`src/rtl/ram_request_arbiter.sv`:
```
// ram_request_arbiter: shares the single RAM port between the two dcaches (data class,
// requesters 0..1) and the two icaches (instruction class, requesters 2..3).
// Data requests win over instruction fetches. Each class rotates round-robin, and a
// saturating counter stops a steady data stream from starving instruction fetches.
// Optional macro RAM_ARB_TIMEOUT_EN: a grant that sees no ACCESS/ERROR within TIMEOUT
// cycles is completed with an error.
// ramstate follows the cpu_types_pkg ramstate_t encoding: FREE=0, BUSY=1, ACCESS=2, ERROR=3.
module ram_request_arbiter #(
    parameter int unsigned REQS         = 4,
    parameter int unsigned STARVE_LIMIT = 4,
    parameter int unsigned TIMEOUT      = 64
) (
    input  logic                   CLK,
    input  logic                   nRST,
    input  logic [REQS-1:0]        req_ren,
    input  logic [REQS-1:0]        req_wen,
    input  logic [REQS-1:0][31:0]  req_addr,
    input  logic [REQS-1:0][31:0]  req_store,
    output logic [REQS-1:0]        req_wait,
    output logic                   req_err,
    output logic [31:0]            req_load,
    output logic [1:0]             grant_id,
    output logic                   busy,
    output logic                   ramREN,
    output logic                   ramWEN,
    output logic [31:0]            ramaddr,
    output logic [31:0]            ramstore,
    input  logic [31:0]            ramload,
    input  logic [1:0]             ramstate
);

    localparam logic [1:0] RS_ACCESS  = 2'd2;
    localparam logic [1:0] RS_ERROR   = 2'd3;
    localparam logic [2:0] STARVE_MAX = 3'd7;

    typedef enum logic {
        IDLE  = 1'b0,
        GRANT = 1'b1
    } state_t;

    state_t      state_q, state_d;
    logic [1:0]  gid_q, gid_d;
    logic        wr_q, wr_d;
    logic [31:0] addr_q, addr_d;
    logic [31:0] store_q, store_d;
    logic        dptr_q, dptr_d;
    logic        iptr_q, iptr_d;
    logic [2:0]  starve_q, starve_d;

    logic [REQS-1:0] pend_c;
    logic [1:0]      dpend_c, ipend_c;
    logic            d_any_c, i_any_c;
    logic            d_sel_c, i_sel_c;
    logic            use_instr_c;
    logic [1:0]      win_c;
    logic            start_c;
    logic            acc_c;
    logic            abort_c;
    logic            done_c;

    // Winner selection and grant start/completion conditions
    always_comb begin
        pend_c      = req_ren | req_wen;
        dpend_c     = pend_c[1:0];
        ipend_c     = pend_c[3:2];
        d_any_c     = |dpend_c;
        i_any_c     = |ipend_c;
        d_sel_c     = dpend_c[dptr_q] ? dptr_q : ~dptr_q;
        i_sel_c     = ipend_c[iptr_q] ? iptr_q : ~iptr_q;
        use_instr_c = i_any_c && !(d_any_c && (32'(starve_q) < STARVE_LIMIT));
        win_c       = use_instr_c ? {1'b1, i_sel_c} : {1'b0, d_sel_c};
        start_c     = (state_q == IDLE) && (d_any_c || i_any_c);
        acc_c       = (ramstate == RS_ACCESS) || (ramstate == RS_ERROR);
        done_c      = (state_q == GRANT) && (acc_c || abort_c);
    end

`ifdef RAM_ARB_TIMEOUT_EN
    localparam logic [6:0] TMR_LAST = 7'(TIMEOUT - 1);

    logic [6:0] tmr_q, tmr_d;

    // Grant watchdog: restarts with each grant, counts grant cycles without a RAM response
    always_comb begin
        tmr_d = tmr_q;
        if (start_c) begin
            tmr_d = '0;
        end else if ((state_q == GRANT) && !done_c) begin
            tmr_d = tmr_q + 7'd1;
        end
    end

    // Watchdog register
    always_ff @(posedge CLK or negedge nRST) begin
        if (!nRST) begin
            tmr_q <= '0;
        end else begin
            tmr_q <= tmr_d;
        end
    end

    assign abort_c = (state_q == GRANT) && !acc_c && (tmr_q == TMR_LAST);
`else
    logic unused_timeout;
    assign unused_timeout = ^7'(TIMEOUT);
    assign abort_c        = 1'b0;
`endif

    // FSM state register
    always_ff @(posedge CLK or negedge nRST) begin
        if (!nRST) begin
            state_q <= IDLE;
        end else begin
            state_q <= state_d;
        end
    end

    // FSM next state
    always_comb begin
        state_d = state_q;
        case (state_q)
            IDLE:  if (start_c) state_d = GRANT;
            GRANT: if (done_c)  state_d = IDLE;
        endcase
    end

    // Grant capture, round-robin pointers and starvation counter
    always_comb begin
        gid_d    = gid_q;
        wr_d     = wr_q;
        addr_d   = addr_q;
        store_d  = store_q;
        dptr_d   = dptr_q;
        iptr_d   = iptr_q;
        starve_d = starve_q;
        if (state_q == IDLE) begin
            if (!i_any_c) begin
                starve_d = '0;
            end
            if (start_c) begin
                gid_d   = win_c;
                wr_d    = req_wen[win_c];
                addr_d  = req_addr[win_c];
                store_d = req_wen[win_c] ? req_store[win_c] : '0;
                if (use_instr_c) begin
                    iptr_d   = ~i_sel_c;
                    starve_d = '0;
                end else begin
                    dptr_d = ~d_sel_c;
                    if (i_any_c && (starve_q != STARVE_MAX)) begin
                        starve_d = starve_q + 3'd1;
                    end
                end
            end
        end
    end

    // Grant state registers
    always_ff @(posedge CLK or negedge nRST) begin
        if (!nRST) begin
            gid_q    <= '0;
            wr_q     <= 1'b0;
            addr_q   <= '0;
            store_q  <= '0;
            dptr_q   <= 1'b0;
            iptr_q   <= 1'b0;
            starve_q <= '0;
        end else begin
            gid_q    <= gid_d;
            wr_q     <= wr_d;
            addr_q   <= addr_d;
            store_q  <= store_d;
            dptr_q   <= dptr_d;
            iptr_q   <= iptr_d;
            starve_q <= starve_d;
        end
    end

    // Outputs: RAM enables from the held grant, completion pulse from the RAM response
    always_comb begin
        busy     = (state_q == GRANT);
        ramREN   = 1'b0;
        ramWEN   = 1'b0;
        req_wait = '1;
        req_err  = 1'b0;
        req_load = '0;
        if (state_q == GRANT) begin
            ramWEN = wr_q && !abort_c;
            ramREN = !wr_q && !abort_c;
            if (done_c) begin
                req_wait[gid_q] = 1'b0;
                req_err         = (ramstate == RS_ERROR) || abort_c;
                if (!wr_q && acc_c) begin
                    req_load = ramload;
                end
            end
        end
    end

    assign grant_id = gid_q;
    assign ramaddr  = addr_q;
    assign ramstore = store_q;

endmodule

```
`config.mk`:
```
export PLATFORM = sky130hd
export DESIGN_NAME = ram_request_arbiter
export DESIGN_NICKNAME = d
export VERILOG_FILES = /design/src/rtl/ram_request_arbiter.sv
export SDC_FILE = /design/constraint.sdc
export NUM_CORES = 1
export LEC_CHECK = 0
export BUFFER_PORTS_ARGS = -buffer_cell sky130_fd_sc_hd__clkbuf_2
export CAP_MARGIN = 20
export CELL_PAD_IN_SITES_DETAIL_PLACEMENT = 0
export CELL_PAD_IN_SITES_GLOBAL_PLACEMENT = 1
export CORE_AREA = 2 2 157 159
export CTS_BUF_LIST = sky130_fd_sc_hd__clkbuf_4 sky130_fd_sc_hd__clkbuf_8
export CTS_CLUSTER_SIZE = 10
export DETAILED_ROUTE_END_ITERATION = 7
export DIE_AREA = 0 0 159 161
export GPL_TIMING_DRIVEN = 0
export PLACE_DENSITY = 0.75
export SYNTH_ARGS = -nofsm -noshare
export SYNTH_HDL_FRONTEND = slang
export SYNTH_SLANG_ARGS = --single-unit
export TNS_END_PERCENT = 5
```
`constraint.sdc`:
```
create_clock -name CLK -period 2.3 [get_ports CLK]
set_clock_uncertainty 0.05 [all_clocks]
set_input_delay 0.23 -clock CLK [delete_from_list [all_inputs] [get_ports CLK]]
set_output_delay 0.23 -clock CLK [all_outputs]
set_load 0.02 [all_outputs]
```
==> flow_summary.ini, run 1 <==
[worst_hold_path]
hp-class = input pin to flop
hold_path_end = ramaddr[4]
whs_path_depth = 2
hp-start = req_addr[36]

[cts]
post-cts-setup-buffers = 0
clk_pin_slew_ns = 0.09
numCtsBuffers = 9
cts_buffer_depth = 2
insertion_delay_ns = 0.35
clk_root_buffer_cell = clkbuf_8
htreeDepth = 3
clock_sinks = 73
cts_tree = done

[grt]
grt_pass1_wl_mm = 35.51
grt_use_met1 = 0.2257
grt_util_met2 = 0.3154
grt_max_degree = 44
grt_use_met3 = 0.03724
grt.total_usage = 0.1791
top_usage_layer = met2
grt_pass1_vias = 6158
grt_overflow = 0
antenna_found_initial = 0

[power]
combPwrFrac = 0.619
p_switching_w = 0.004265
p_sw_frac = 0.4831
power_density_nw_per_um2 = 1157
p_clk_frac = 0.125
intPower_w = 0.004562
peakVddDrop_v = 0.0004874
seqPwrFrac = 0.256
power_leakage_nw = 4.265

[place]
post-place-cells = 1300
dp_hpwl_mm = 19.30
gp_congestion = 0.8452
portBuffers = 405
pre_cts_ws_ns = -0.6838

[drt]
via_per_inst = 4.485
drt_iter0_markers = 302
drt-total-wl_mm = 23.56
drtAntennaViolNets = 0
avgRoutedWirePerCell_um = 17.73
num_vias = 5961
drc_errors = 0
dr.pass1.iters = 4

[setup_path]
r2r-end = ramstore[5]
slowest_stage = or4_1
critPathKind = input pin to flop
r2r_setup_slack_ns = 0.10
startpoint_type = input pin
max_stage_delay_ns = 0.53
path_cells = clkbuf_2 -> or4_1 -> buf_2 -> o21ai_1 -> clkbuf_1 -> nand2_1 -> a32o_1
timing.rr.start = dptr_q
cp.required_ns = 2.50
cp.arrival_ns = 2.46
cp-end-kind = flop
r2r_cells = 6
worst-path-max-fanout = 10

[synthesis]
synth-main-ff-cell = dfrtp_1
synthArstFlopShare = 1.000
syn_avg_cell_area_um2 = 8.346
yosysUniqueCellTypes = 39
netlist_instances = 570
syn_nets = 872
ys_seq_elements = 73
syn_area_um2 = 4757
synth_edf_count = 0
yosysWarnings = 0
ys_seq_area_frac = 0.3840

[layout]
syn_to_final_growth_pct = 60.44
finalNetCount = 1302
antenna_cells = 0
finalNonFillerCells = 1329
drive_gt1_frac = 0.4587
fill_cells = 2658

[timing]
fmax_ghz = 0.4440
finalSetupViolCount = 0
tightest_slew_ns = 0.7528
finalWorstSetupSlack_ns = 0.04771
period_needed_ns = 2.252
final-hold-violation-count = 0
rsz0062_at_grt = true
relSlewSlack = 0.4947
fin_crit_sh = 0.9793
finalMaxSlewViolations = 0

[floorplanning]
row_count = 57
core_area_um2 = 23960
die_h_um = 161
dieArea_um2 = 25600
initial_core_util = 0.1985
die_x_um = 159
num_io_pins = 406

[run_status]
status = complete, no violations

[job]
max-cap-violations = 0
## routing by layer
| metal | up-vias | share of wire | routed length (um) |
|---|---|---|---|
| met4 | 0 | 0.012 | 278 |
| met3 | 16 | 0.066 | 1559 |
| li1 | 2906 | - | - |
| met2 | 260 | 0.49 | 11570 |
| met1 | 2779 | 0.43 | 10160 |
| met5 | - | 0 | 0 |
## kinds of logic (layout without fill, tap and decap cells)
family	after synthesis	in the layout	share of synthesized area
AND/OR/NAND/NOR	258	258	0.2391
multiplexers	34	34	0.07180
adder cells (fa/ha/maj)	2	2	0.005260
flip-flops	73	73	0.3840
buffers and inverters	54	489	0.05050
AO/OA/AOI/OAI	149	149	0.2493
## layout make-up
cell class | count | area [um^2] | area share
repair buffers | 422 | 2217 | 0.2905
flip-flops and latches | 73 | 1828 | 0.2395
plain buffers | 46 | 237.7 | 0.03115
multi-input cells | 443 | 2720 | 0.3564
well taps | 324 | 405.4 | 0.05311
inverters | 5 | 18.77 | 0.002459
clock buffers | 12 | 152.6 | 0.02000
clock inverters | 4 | 52.55 | 0.006885
## repair_timing
item | CTS | global route
gates resized for setup | 19 | 16
setup endpoints to repair | 98 | 61
hold endpoints to repair | 45 | 0
hold buffers | 16 | 0
## metrics by stage
| step | util | TNS, ns | hold slack [ns] | power, W | instance area [um^2] |
|---|---|---|---|---|---|
| 5_1_grt | 0.3185 | -0.08461 | 0.002316 | 0.009512 | 7632 |
| 2_1_floorplan | - | 0 | -0.1156 | 0.005678 | 4757 |
| 3_5_place_dp | 0.3013 | -36.54 | 0.2003 | 0.007750 | 7219 |
| 6_report | 0.3185 | 0 | 0.03348 | 0.008827 | 7632 |
| 3_3_place_gp | 0.3000 | -36.08 | 0.3922 | 0.007693 | 7189 |
| 4_1_cts | 0.3174 | -0.03825 | 0.0006029 | 0.008954 | 7605 |
## power groups by stage
stage          clock network (W)  registers (W)  logic, W
2_1_floorplan                  0        0.00284   0.00284
3_3_place_gp                   0        0.00225   0.00545
3_5_place_dp                   0        0.00228   0.00547
4_1_cts                  0.00117        0.00225   0.00553
5_1_grt                  0.00120        0.00235   0.00596
6_report                 0.00111        0.00226   0.00546
## worst max path at each step
stage,cells after the start,to,start
2_1_floorplan,7,ramstore[22],dptr_q
3_3_place_gp,6,ramaddr[20],iptr_q
3_5_place_dp,7,ramstore[10],req_ren[2]
4_1_cts,6,req_load[2],busy
5_1_grt,7,ramstore[6],req_ren[2]
6_report,7,ramstore[6],req_ren[2]
## registers in the layout, summed over array words and instances (netlist names)
| name | flops |
|---|---|
| dptr_q | 1 |
| ramstore | 32 |
| wr_q | 1 |
| grant_id | 2 |
| busy | 1 |
| ramaddr | 32 |
| starve_q | 3 |
| iptr_q | 1 |
## layout by cell type (no fill, tap or decap), types with 3 or more instances in the layout
| cell | Yosys | layout |
|---|---|---|
| and2_1 | 33 | 33 |
| clkbuf_4 | 0 | 5 |
| buf_2 | 12 | 10 |
| buf_6 | 3 | 3 |
| clkbuf_1 | 31 | 18 |
| dfrtp_1 | 73 | 72 |
| nand2_1 | 169 | 168 |
| a32o_1 | 32 | 32 |
| clkbuf_2 | 0 | 413 |
| a21oi_1 | 35 | 35 |
| dlygate4sd3_1 | 0 | 16 |
| a22o_1 | 31 | 31 |
| clkbuf_8 | 0 | 10 |
| nand3_1 | 33 | 33 |
| o21ai_0 | 6 | 6 |
| buf_4 | 0 | 3 |
| inv_1 | 5 | 5 |
| a211o_1 | 31 | 31 |
| mux2i_1 | 33 | 33 |
| nor2_1 | 10 | 9 |
## synthesized netlist by cell type, types with 2 or more instances
cell type / n / area [um^2]
a22o_1: 31 / 271.5
o21ai_1: 2 / 10.01
o21ai_0: 6 / 30.03
nand2b_1: 2 / 12.51
dfrtp_1: 73 / 1827
nand2_1: 169 / 634.4
a211o_1: 31 / 271.5
clkbuf_1: 31 / 116.4
a21oi_1: 35 / 175.2
or4_1: 2 / 15.01
a32o_1: 32 / 320.3
and2_1: 33 / 206.5
inv_1: 5 / 18.77
nand4_1: 2 / 12.51
ha_1: 2 / 25.02
a311o_1: 2 / 20.02
buf_2: 12 / 60.06
nand3_1: 33 / 165.2
nor2_1: 10 / 37.54
buf_1: 3 / 11.26
mux2i_1: 33 / 330.3
buf_6: 3 / 33.78
a21o_1: 2 / 15.01
## critical path: cells and delay by family
family	cells	cell delay [ns]
AOI/OAI and AO/OA	2	0.70
buffers and inverters	3	0.80
and+or+nand+nor	2	0.70
Power figures use the tool's default switching activity.
==> run 2, diff against run 1 <==
Settings changed: GPL_TIMING_DRIVEN 0 to not set.
==> run 2 against run 1 <==
  * First-iteration DRC count grew 36%
  * Clock power fell by 4%
  * Utilization decreased by 0.18 points
  * Sequential share of layout area rose by 0.12 points
  * Fmax grew 8.6%
==> flow_summary.ini, run 2 (same netlist as run 1, synthesis figures left out) <==
[run_status]
status = complete, no violations

[job]
max-cap-violations = 0

[timing]
final-hold-violation-count = 0
fmax_ghz = 0.4821
tns_ns = 0
fin_crit_sh = 0.9019
period_needed_ns = 2.074
finalSetupViolCount = 0
relSlewSlack = 0.5982
rsz0062_at_grt = false
finalMaxSlewViolations = 0
tightest_slew_ns = 0.6026

[power]
p_clk_frac = 0.122
seqPwrFrac = 0.259
combPwrFrac = 0.620
p_switching_w = 0.004150
power_leakage_nw = 4.231
design_power_total_w = 0.008768
intPower_w = 0.004618
p_sw_frac = 0.4733
power_density_nw_per_um2 = 1155
peakVddDrop_v = 0.0003921

[grt]
grt_pass1_vias = 5957
grt_overflow = 0
antenna_found_initial = 1
grt_max_degree = 42
grt_pass1_wl_mm = 32.80
grt.total_usage = 0.1628

[cts]
ctsResizeCount = 0
hold_buffers = 9
post-cts-setup-buffers = 0
cts_buffer_depth = 2
cts_tree = done
insertion_delay_ns = 0.35
clk_root_buffer_cell = clkbuf_8
htreeDepth = 3
clk_pin_slew_ns = 0.08
numCtsBuffers = 9
clock_sinks = 73

[layout]
final_cell_area_um2 = 7590
syn_to_final_growth_pct = 59.55
final_common_cell = clkbuf_2
fin_util = 0.3167
antenna_cells = 0
drive_gt1_frac = 0.4660
finalNetCount = 1270
final_cell_mix = clkbuf_2, nand2_1, dfrtp_1

[setup_path]
slowest_stage = dfrtp_1
critPathKind = flop to output port
startpoint_type = flop
cp_top_family = flip-flops
cp-end-kind = output port
cp.required_ns = 2.02
worstSetupStartpoint = busy
worst-path-max-fanout = 32
r2r_setup_slack_ns = 0.36
path_cells = nand2_1 -> nor2_1 -> buf_4 -> and2_1 -> clkbuf_2
max_stage_delay_ns = 0.52
timing.rr.start = iptr_q
cp.arrival_ns = 1.79
crit_buf_inv = 2

[drt]
wl_met1_mm = 9.269
met3_length_mm = 1.423
num_vias = 5869
highest_layer = met5
wl_met2_mm = 10.45
avgRoutedWirePerCell_um = 16.64
drt-total-wl_mm = 21.57
drt_iter0_markers = 410
drtAntennaViolNets = 0
dr.pass1.iters = 5
drc_errors = 0
via_per_inst = 4.529

[place]
dp_hpwl_mm = 16.72
portBuffers = 405
placed_cell_area_um2 = 7306
gp_congestion = 0.8213

[floorplanning]
core_area_um2 = 23960
dieArea_um2 = 25600
initial_core_util = 0.1985
die_x_um = 159
row_count = 57
die_h_um = 161
num_io_pins = 406

[worst_hold_path]
hp-start = req_addr[61]
hp-class = input pin to flop
==> run 2: metrics by stage <==
step	hold slack (ns)	std cells	setup WS, ns
detailed placement	0.2357	1272	0.07691
floorplan	-0.1156	570	0.1602
finish	0.03213	1296	0.2255
global route	0.002493	1296	0.09742
global placement	0.2351	1272	0.1120
CTS	0.001647	1296	0.2136
==> run 2: final timing paths <==
kind                                     end  cells past startpoint
worst max-delay path            req_load[14]                      5
worst min-delay path             ramaddr[29]                      2
worst max register to register   ramaddr[12]                      6
worst min register to register  ramstore[27]                      1
max in group asynchronous             iptr_q                      3
min in group asynchronous        ramaddr[17]                      2
==> run 2: power groups by stage <==
stage          sequential [W]  clock (W)  combinational [W]
2_1_floorplan         0.00284          0            0.00284
5_1_grt               0.00234    0.00116            0.00589
3_3_place_gp          0.00226          0            0.00543
3_5_place_dp          0.00229          0            0.00548
4_1_cts               0.00227    0.00112            0.00550
6_report              0.00227    0.00107            0.00543
==> run 2: final cells by class <==
| cell class | count | area [um^2] |
|---|---|---|
| clock buffer | 10 | 137.6 |
| multi-input combinational | 443 | 2735 |
| timing repair buffer | 436 | 2410 |
| sequential | 73 | 1827 |
| tap | 324 | 405.4 |
| inverter | 5 | 18.77 |
| fill | 2650 | 16370 |
| clock inverter | 5 | 56.30 |
==> run 2: routing by layer <==
metal / track usage / vias up
li1: - / 2833
met1: 0.2058 / 2759
met2: 0.2759 / 250
met3: 0.03955 / 25
met4: 0.04835 / 2
met5: 0 / -
==> run 2: worst reg2reg max path, cell delays in order (launching register included) <==
cell,delay (ns)
dfrtp_1,0.48
o21ai_0,0.25
o31ai_4,0.12
buf_4,0.44
nand2_1,0.13
a21oi_1,0.30
a211o_1,0.15
